**src/rtl/alu_arbiter.sv**
```systemverilog
`default_nettype none
// ============================================================================
// Module   : alu_arbiter
// Purpose  : Two-requester arbiter that serialises operations onto a shared
//            ALU and returns one captured response at a time.
// Revision : 1.0 - initial release
// ============================================================================
module alu_arbiter #(
    parameter int RR_EN = 1
) (
    input  logic        clk,
    input  logic        rst,
    input  logic [1:0]  req_valid,
    output logic [1:0]  req_ready,
    input  logic [63:0] req_a,
    input  logic [63:0] req_b,
    input  logic [5:0]  req_op,
    output logic [31:0] alu_a,
    output logic [31:0] alu_b,
    output logic [2:0]  alu_ctrl,
    input  logic [31:0] alu_result,
    input  logic [3:0]  alu_flags,
    output logic        rsp_valid,
    input  logic        rsp_ready,
    output logic        rsp_id,
    output logic [31:0] rsp_result,
    output logic [3:0]  rsp_flags,
    output logic        rsp_err
);

    typedef enum logic [1:0] {
        S_IDLE = 2'd0,
        S_EXEC = 2'd1,
        S_RESP = 2'd2
    } state_t;

    state_t r_state;
    logic   r_last;
    logic   r_gnt;
    logic   w_gnt;
    logic   w_any;
    logic   w_illegal;

    always_comb begin
        w_any = |req_valid;
        w_gnt = 1'b0;
        case (req_valid)
            2'b10:   w_gnt = 1'b1;
            2'b11:   w_gnt = (RR_EN != 0) ? ~r_last : 1'b0;
            default: w_gnt = 1'b0;
        endcase
        // Reset wins over a grant that would otherwise happen this cycle
        req_ready = 2'b00;
        if (!rst && (r_state == S_IDLE) && w_any) begin
            req_ready = w_gnt ? 2'b10 : 2'b01;
        end
        w_illegal = (alu_ctrl == 3'b100) || (alu_ctrl == 3'b110) ||
                    (alu_ctrl == 3'b111);
    end

    always_ff @(posedge clk) begin
        if (rst) begin
            r_state    <= S_IDLE;
            r_last     <= 1'b1;
            r_gnt      <= 1'b0;
            alu_a      <= 32'd0;
            alu_b      <= 32'd0;
            alu_ctrl   <= 3'b000;
            rsp_valid  <= 1'b0;
            rsp_id     <= 1'b0;
            rsp_result <= 32'd0;
            rsp_flags  <= 4'd0;
            rsp_err    <= 1'b0;
        end else begin
            case (r_state)
                S_IDLE: begin
                    if (w_any) begin
                        alu_a    <= w_gnt ? req_a[63:32] : req_a[31:0];
                        alu_b    <= w_gnt ? req_b[63:32] : req_b[31:0];
                        alu_ctrl <= w_gnt ? req_op[5:3]  : req_op[2:0];
                        r_gnt    <= w_gnt;
                        r_state  <= S_EXEC;
                    end
                end
                S_EXEC: begin
                    rsp_result <= alu_result;
                    rsp_flags  <= alu_flags;
                    rsp_id     <= r_gnt;
                    rsp_err    <= w_illegal;
                    rsp_valid  <= 1'b1;
                    r_state    <= S_RESP;
                end
                S_RESP: begin
                    // Always return through IDLE so no grant overlaps a handshake
                    if (rsp_ready) begin
                        rsp_valid <= 1'b0;
                        r_last    <= r_gnt;
                        r_state   <= S_IDLE;
                    end
                end
                default: r_state <= S_IDLE;
            endcase
        end
    end

endmodule
`default_nettype wire

```
**config.mk**
```make
export PLATFORM = sky130hd
export DESIGN_NAME = alu_arbiter
export DESIGN_NICKNAME = d
export VERILOG_FILES = /design/src/rtl/alu_arbiter.sv
export SDC_FILE = /design/constraint.sdc
export NUM_CORES = 1
export LEC_CHECK = 0
export CORE_MARGIN = 5
export CORE_UTILIZATION = 37
export DETAILED_ROUTE_END_ITERATION = 16
export GPL_ROUTABILITY_DRIVEN = 0
export PLACE_DENSITY_LB_ADDON = 0.25
export SETUP_SLACK_MARGIN = 0.02
export SYNTH_ARGS = -nofsm -noshare
export SYNTH_HDL_FRONTEND = slang
export SYNTH_SLANG_ARGS = --single-unit
```
**constraint.sdc**
```tcl
create_clock -name clk -period 1.8 [get_ports clk]
set_input_delay 0.36 -clock clk [delete_from_list [all_inputs] [get_ports clk]]
set_output_delay 0.36 -clock clk [all_outputs]
set_load 0.02 [all_outputs]
```
==> Yosys cells after proc, flatten, opt, wreduce, memory -nomap -nowiden <==
Cells that the tools add are included.
{ "totals": {"regBits": 110, "inputBits": 175, "word_cells": 44} }
{ "classes": {"n_eq_ne": 9, "mux": 11, "n_bitwise": 1, "reduce_logical": 12} }
{ "op_table": {"columns": ["cell", "n"], "rows": [
  ["two-way mux 32 bit", 2],
  ["== test 3 bit (second input constant)", 3],
  ["two-way mux 2 bit", 4],
  ["AND reduction 2 bit", 4],
  ["== test 2 bit (second input constant)", 3],
  ["case mux 2 bit (3 select lines)", 1],
  ["!= test 2 bit (second input constant)", 2],
  ["case mux 1 bit (2 select lines)", 2],
  ["two-way mux 3 bit", 1],
  ["== test 2 x 1 -> 1 bit (second input constant)", 1],
  ["logical AND 1 bit", 2],
  ["logical NOT 2 bit", 1],
  ["logical OR 1 bit", 2],
  ["nonzero test 2 bit", 1],
  ["OR reduction 2 bit", 1],
  ["logical NOT 1 bit", 1],
  ["two-way mux 1 bit", 1],
  ["NOT 1 bit", 1]
]} }

==> Logic depth before layout (Yosys ltp) <==
Gate-level depths: netlist of run 1.
{ "logic_depth": {"depth_word": 4, "mapped_depth": 7, "ltp_nobuf": 3} }

==> Least setup slack after synthesis of run 1 <==
OpenSTA, ideal clock, no wires.
{ "synth_timing": {"path_type": "input port to output port", "from": "in rst", "to": "out req_ready[0]", "arrival_ns": 1.731, "required_time_ns": 1.440, "path_slack_ns": -0.291, "stages": 6, "n_path_buf": 4, "path_cell_list": "buf_2 > or3_1 > buf_2 > buf_6 > buf_6 > nor3b_1"} }
{ "synth_between": {"elab_chain_cells": 4} }
{ "synth_lines": {"columns": ["element", "line", "rtl"], "rows": [
  ["start, declared", "12", "input logic rst,"],
  ["logical NOT 1 bit", "54", "if (!rst && (r_state == S_IDLE) && w_any) begin"],
  ["logical AND 1 bit (2 in a row)", "54", null],
  ["two-way mux 2 bit", "54", null],
  ["end, declared", "14", "output logic [1:0] req_ready,"]
]} }
Every way passes these cells.

==> Worst setup path in the final report of run 1 <==
{ "layout_timing": {"from": "reg r_state[0]", "to": "out req_ready[0]"} }
{ "layout_between": {"elab_chain_cells": 4} }
{ "layout_lines": {"columns": ["element", "line", "rtl"], "rows": [
  ["start, declared", "37", "state_t r_state;"],
  ["start signal, assigned", "63", "r_state <= S_IDLE;"],
  ["start signal, assigned", "82", "r_state <= S_EXEC;"],
  ["start signal, assigned", "91", "r_state <= S_RESP;"],
  ["logical NOT 2 bit", "54", null],
  ["logical AND 1 bit (2 in a row)", "54", null],
  ["two-way mux 2 bit", "54", null]
]} }
Every way passes these cells.

==> run_results.csv, run 1 <==
group,metric,value,unit
logic_synthesis,ys_seq_area_frac,0.497,
logic_synthesis,synth_top_cell_area_share,0.497,
cts,cts_max_path_buffers,2,
sta,fin_crit,1.76,ns
global_routing,grt_start_max_net_pins,67,
sta,maxSlewViolCount,0,
die,die_y,119,um
logic_synthesis,ys.flop_type,"dfxtp_1",
critical_path,cp_slowest_stage_delay,0.40,ns
critical_path,r2r_cells,5,
logic_synthesis,synth_nets,675,
global_routing,antenna_found_initial,1,
drt,drc,0,
logic_synthesis,yosysMostFrequentCell,"nand2_1",
sta,max_freq,569,MHz
die,std_cell_rows,40,
die,core_area,0.0119,mm2
critical_path,worst-setup-path-type,"reg2out",
sta,relSlewSlack,0.689,
drt,firstDrtPassIters,5,
critical_path,critPathLaunchType,"flip-flop",
cts,cts_max_level,3,
layout,fin_cells,917,
logic_synthesis,yosys-top-cells-count,"nand2_1 (143), dfxtp_1 (110), a221o_1 (67), nor3_1 (49), a21oi_1 (39)",
worst_hold_path,worstHoldPathCells,2,
critical_path,crit_path_top_delay_cell,"or3_4",
critical_path,crit_fanout,2,
sta,holdWs,0.455,ns
critical_path,cp.arrival,1.40,ns
die,die-width,119,um
logic_synthesis,synth_edf_count,0,
power_and_ir_drop,ir_drop,0.454,mV
drt,wl,16.3,mm
global_routing,grt.total_usage,0.223,
layout,drive_gt1_frac,0.0897,
die,ios,283,
critical_path,worstPathRequired,1.44,ns
outcome,status,"completed",
layout,area_delta_synth_final,77.7,%
cts,cts_buffers,9,
drt,ant_nets,0,
global_routing,overflow,0,
cts,cts_tree,"done",
cts,hold_buffers,0,
logic_synthesis,synthArstFlopShare,0,
sta,skew,0.00722,ns
power_and_ir_drop,p_leak,2.97,nW
layout,nets,939,
critical_path,crit_chain,"or3_4, nor3b_4, buf_6",
sta,setup_viol,0,
cts,cts_root_buffer,"clkbuf_16",
drt,vias,4836,
place,numPlacedInstances,898,
drt,dr.first_iter.drc_count,355,
sta,final.period_utilization,0.977,
worst_hold_path,holdCritPathClass,"reg2reg",
critical_path,critPathCaptureType,"output port",
global_routing,grt_pass1_wl,25.6,mm
sta,worst_pin_slew,0.466,ns
logic_synthesis,yosys.area.top_type,"dfxtp_1",
logic_synthesis,syn-instance-count,500,
die,start_util,0.373,
logic_synthesis,syn_area,0.00443,mm2
run,drv_cap,0,
sta,hold_viol_final,0,
logic_synthesis,synth.distinct_cells,26,
global_routing,grt_pass1_vias,4882,
logic_synthesis,ys_warn_count,0,
die,dieArea,0.0143,mm2
place,hpwl,11.9,mm
logic_synthesis,synth.area.top_cells,"dfxtp_1 (50%), a221o_1 (15%), nand2_1 (12%)",
cts,worst_skew_pair.late_latency,0.35,ns
drt,post_drt_wl_per_cell,17.8,um
logic_synthesis,synth.ff_latch_count,110,
power_and_ir_drop,power_density,848,mW/mm2
place,io_buffers,282,
cts,cts.clk_slew.worst_paths,0.07,ns
sta,rsz0062_at_grt,"true",
logic_synthesis,syn_avg_cell_area,8.85,um2
drt,vias_per_cell,5.27,
cts,clock_sinks,110,
==> layout by cell type, fill, tap and decap left out, drive strengths merged <==
master,instances
bufinv,2
nor2,2
buf,26
dfxtp,110
nor3b,1
a21o,1
nand3,1
nand2b,3
and3,1
nand3b,2
clkinvlp,2
mux2i,1
nand2,143
diode,1
or2,1
and2,1
clkbuf,10
dlygate4sd2,2
a21oi,40
a221o,67
clkinv,2
inv,1
nor3,68
or3,1
a211oi,1
dlymetal6s2s,1
o21ai,1
nor2b,2
clkdlybuf4s50,276
==> metrics by stage <==
step                      setup TNS [ns]  setup WS, ns  area, um2  utilization  power (mW)
final                                  0        0.0419       7870        0.663        6.67
after global routing             -0.0167       -0.0167       7870        0.663        6.95
after CTS                              0        0.0161       7850        0.662        6.75
after detailed placement          -18.91        -0.342       7500        0.632        4.57
after global placement            -17.36        -0.300       7500        0.632        4.53
after floorplan                  -0.0216       -0.0216       4450            -        3.58
==> cells by family after synthesis <==
| kind of cell | share of synthesized area |
|---|---|
| mux | 0.00226 |
| flops | 0.497 |
| buf+inv | 0.0579 |
| compound gates | 0.202 |
| simple gates | 0.240 |
==> path summary, 6_finish.rpt <==
path | from | endpoint | slack, ns
max | r_state[0] | req_ready[0] | 0.04
min | rsp_err | rsp_err | 0.46
max reg2reg | r_state[0] | alu_b[2] | 0.18
min reg2reg | rsp_err | rsp_err | 0.46
==> what timing repair did <==
action,CTS,global route
pin swaps,3,1
setup endpoints to repair,2,3
resized for setup,6,4
cloned,0,0
endpoints found under the hold margin,0,0
buffers inserted,2,0
==> per-layer routing <==
layer / routed length, um / GRT usage / vias up
met5: 0 / 0 / -
met4: 528 / 0.113 / 0
met3: 1410 / 0.0717 / 34
met2: 7910 / 0.369 / 235
met1: 6440 / 0.259 / 2248
li1: - / - / 2319
==> state kept, by name, summed over array words and instances (netlist names) <==
name        cells
alu_a          32
alu_b          32
rsp_result     32
rsp_flags       4
alu_ctrl        3
r_state         2
r_gnt           1
r_last          1
rsp_err         1
rsp_id          1
rsp_valid       1
==> critical path: cells and delay by family, from the launching register on <==
family / cells / cell delay [ns]
buf+inv: 1 / 0.14
flops: 1 / 0.33
simple gates: 2 / 0.58
==> power by group <==
| part | internal (mW) | switching, mW | total, mW |
|---|---|---|---|
| Sequential | 2.65 | 0.127 | 2.78 |
| Clock | 1.25 | 0.890 | 2.14 |
| Combinational | 0.948 | 0.798 | 1.75 |
| Total | 4.85 | 1.81 | 6.67 |
==> layout make-up <==
class / instances / area, um2
diodes: 1 / 2.50
clock buffers: 10 / 239
clock inverters: 6 / 85.1
fillers: 961 / 4000
inverters: 1 / 3.75
multi-input cells: 337 / 2020
flip-flops and latches: 110 / 2200
well taps: 147 / 184
repair buffers: 305 / 3130
No activity file was read; power rests on OpenSTA's default activity.
==> run 2: changes to the inputs <==
--- a/config.mk
+++ b/config.mk
@@ -5,6 +5,7 @@
 export SDC_FILE = /design/constraint.sdc
 export NUM_CORES = 1
 export LEC_CHECK = 0
+export ABC_AREA = 1
 export CORE_MARGIN = 5
 export CORE_UTILIZATION = 37
 export DETAILED_ROUTE_END_ITERATION = 16
==> run 2 against run 1 <==
Effect of this change:
- fmax rose by 1.8%
- clock power is essentially flat
- non-clock buffer count is 4 lower
- largest power group unchanged
- critical endpoint is now alu_b[6]
- combinational power up 7%
- clock skew shrank 0.0010 ns
- critical path type unchanged
- largest cell class unchanged
- die area up 0.26%
- power is 3.0% higher
==> run_results.csv, run 2 <==
group,metric,value,unit
outcome,status,"completed",
cts,cts_max_level,3,
drt,vias_per_cell,5.06,
power_and_ir_drop,switching_share,0.284,
logic_synthesis,ys.flop_type,"dfxtp_1",
sta,hold_viol_final,0,
logic_synthesis,synth.distinct_cells,18,
power_and_ir_drop,p_clk_frac,0.316,
layout,layout_common_cells,"clkdlybuf4s50_1 (277), nand3_1 (183), nand2_1 (131)",
logic_synthesis,syn_avg_cell_area,7.31,um2
critical_path,critPathCaptureType,"output port",
worst_hold_path,holdCritPathClass,"in2reg",
place,io_buffers,282,
die,die-width,120,um
global_routing,grt_start_max_net_pins,98,
cts,cts.clk_slew.worst_paths,0.07,ns
sta,rsz0062_at_grt,"false",
die,core_area,0.0119,mm2
sta,max_freq,579,MHz
sta,worst_pin_slew,0.706,ns
layout,top_regs,"alu_a: 32 flops, alu_b: 32 flops, rsp_result: 32 flops",
logic_synthesis,synthArstFlopShare,0,
die,ios,283,
place,placed_area,0.00739,mm2
power_and_ir_drop,comb_power_share,0.273,
power_and_ir_drop,seq_power_share,0.410,
power_and_ir_drop,p_leak,3.24,nW
cts,cts_max_path_buffers,2,
power_and_ir_drop,power_switching,1.95,mW
sta,relSlewSlack,0.529,
sta,holdWs,0.361,ns
cts,clock_sinks,110,
sta,skew,0.00619,ns
critical_path,cp_top_family,"buffers and inverters",
sta,setup_viol,0,
cts,worst_skew_pair.late_latency,0.35,ns
die,start_util,0.374,
sta,maxSlewViolCount,0,
run,drv_cap,0,
place,place_ws,-0.420,ns
global_routing,overflow,0,
logic_synthesis,synth_nets,782,
critical_path,cp.arrival,1.37,ns
cts,hold_buffers,0,
logic_synthesis,ys_warn_count,0,
global_routing,grt_pass1_wl,26.0,mm
global_routing,grt_pass1_vias,5054,
drt,wl,16.5,mm
critical_path,crit_path_top_delay_cell,"clkdlybuf4s50_1",
drt,dr.first_iter.drc_count,382,
layout,fin_util,0.651,
logic_synthesis,yosysMostFrequentCell,"nand3_1",
logic_synthesis,ys_seq_area_frac,0.496,
die,std_cell_rows,40,
drt,vias,5171,
critical_path,crit_fanout,2,
drt,post_drt_wl_per_cell,16.1,um
place,hpwl,12.0,mm
logic_synthesis,syn-instance-count,607,
drt,drc,0,
layout,final_area,0.00772,mm2
cts,cts_root_buffer,"clkbuf_16",
logic_synthesis,yosys.area.top_type,"dfxtp_1",
layout,layout_commonest_cell,"clkdlybuf4s50_1",
layout,area_delta_synth_final,73.9,%
critical_path,cp_slowest_stage_delay,0.65,ns
logic_synthesis,synth_top_cell_area_share,0.496,
power_and_ir_drop,power_density,889,mW/mm2
critical_path,critPathLaunchType,"flip-flop",
power_and_ir_drop,ir_drop,0.518,mV
critical_path,worst-setup-path-type,"reg2out",
logic_synthesis,synth_edf_count,0,
logic_synthesis,yosys-top-cells-count,"nand3_1 (183), nand2_1 (133), dfxtp_1 (110), nor2_1 (74), o21ai_0 (39)",
cts,cts_tree,"done",
layout,drive_gt1_frac,0.0503,
critical_path,worstPathRequired,1.44,ns
sta,fin_crit,1.73,ns
logic_synthesis,synth.ff_latch_count,110,
logic_synthesis,syn_area,0.00444,mm2
drt,ant_nets,0,
sta,setup_slack,0.0732,ns
sta,final.period_utilization,0.959,
critical_path,crit_chain,"clkdlybuf4s50_1",
drt,firstDrtPassIters,4,
cts,cts_buffers,9,
sta,fin_tns_setup,0,ns
logic_synthesis,synth.area.top_cells,"dfxtp_1 (50%), nand3_1 (21%), nand2_1 (11%)",
global_routing,antenna_found_initial,0,
layout,nets,1045,
die,die_y,120,um
global_routing,grt.total_usage,0.224,
layout,n_antenna_cell,0,
die,dieArea,0.0143,mm2
power_and_ir_drop,p_int,4.92,mW
critical_path,cp.buffers_inverters,1,
[run 2: cell types whose count changed after synthesis, sizes merged, moves of 36 or more]
cell and change:
a221o -67, o21ai +38, nor2 +76, a21oi -36
nor3 -67, nand3 +182
[run 2: repair_timing]
action / in CTS / in global routing
endpoints found under the setup margin: 45 / 1
buffers inserted: 0 / 0
gates resized for setup: 9 / 1
pin swaps: 0 / 0
[run 2: worst paths after layout]
kind / startpoint / end / slack [ns] / cells after the start
min reg2reg: r_gnt / r_gnt / 0.45 / 2
max reg2reg: r_state[1] / alu_b[9] / 0.24 / 6
max: alu_b[6] / alu_b[6] / 0.07 / 1
min: rst / rsp_valid / 0.36 / 3
[run 2: kinds of logic (layout without fill, tap and decap cells)]
family,after synthesis,after routing,synth area share
and+or+nand+nor,396,396,0.392
buffers and inverters,57,324,0.0617
DFF,110,110,0.496
AOI/OAI and AO/OA,44,44,0.0502
[run 2: layer usage]
layer  track usage  up-vias  share of wire
met5             0        -              0
met2         0.385      192           0.50
met3        0.0575       40          0.066
met4         0.105        0          0.037
li1              -     2531              -
met1         0.260     2408           0.40
[run 2: cell type report]
type,instances,area [um2]
fill,1019,4140
clock buffer,12,256
clock inverter,3,67.6
tap,147,184
sequential,110,2200
multi-input combinational,440,1980
timing repair buffer,301,3000
inverter,8,30.0
[run 2: metrics by stage]
stage                     power (mW)  cells
after floorplan                 3.68    607
after global placement          4.71   1006
after detailed placement        4.75   1006
after CTS                       6.93   1021
after global routing            7.18   1021
final                           6.87   1021
[run 2: power groups by stage]
stage	clock network (mW)	registers, mW	logic (mW)
after floorplan	0	3.16	0.518
after global placement	0	2.85	1.85
after detailed placement	0	2.87	1.88
after CTS	2.22	2.82	1.89
after global routing	2.33	2.85	2.01
final	2.17	2.82	1.88
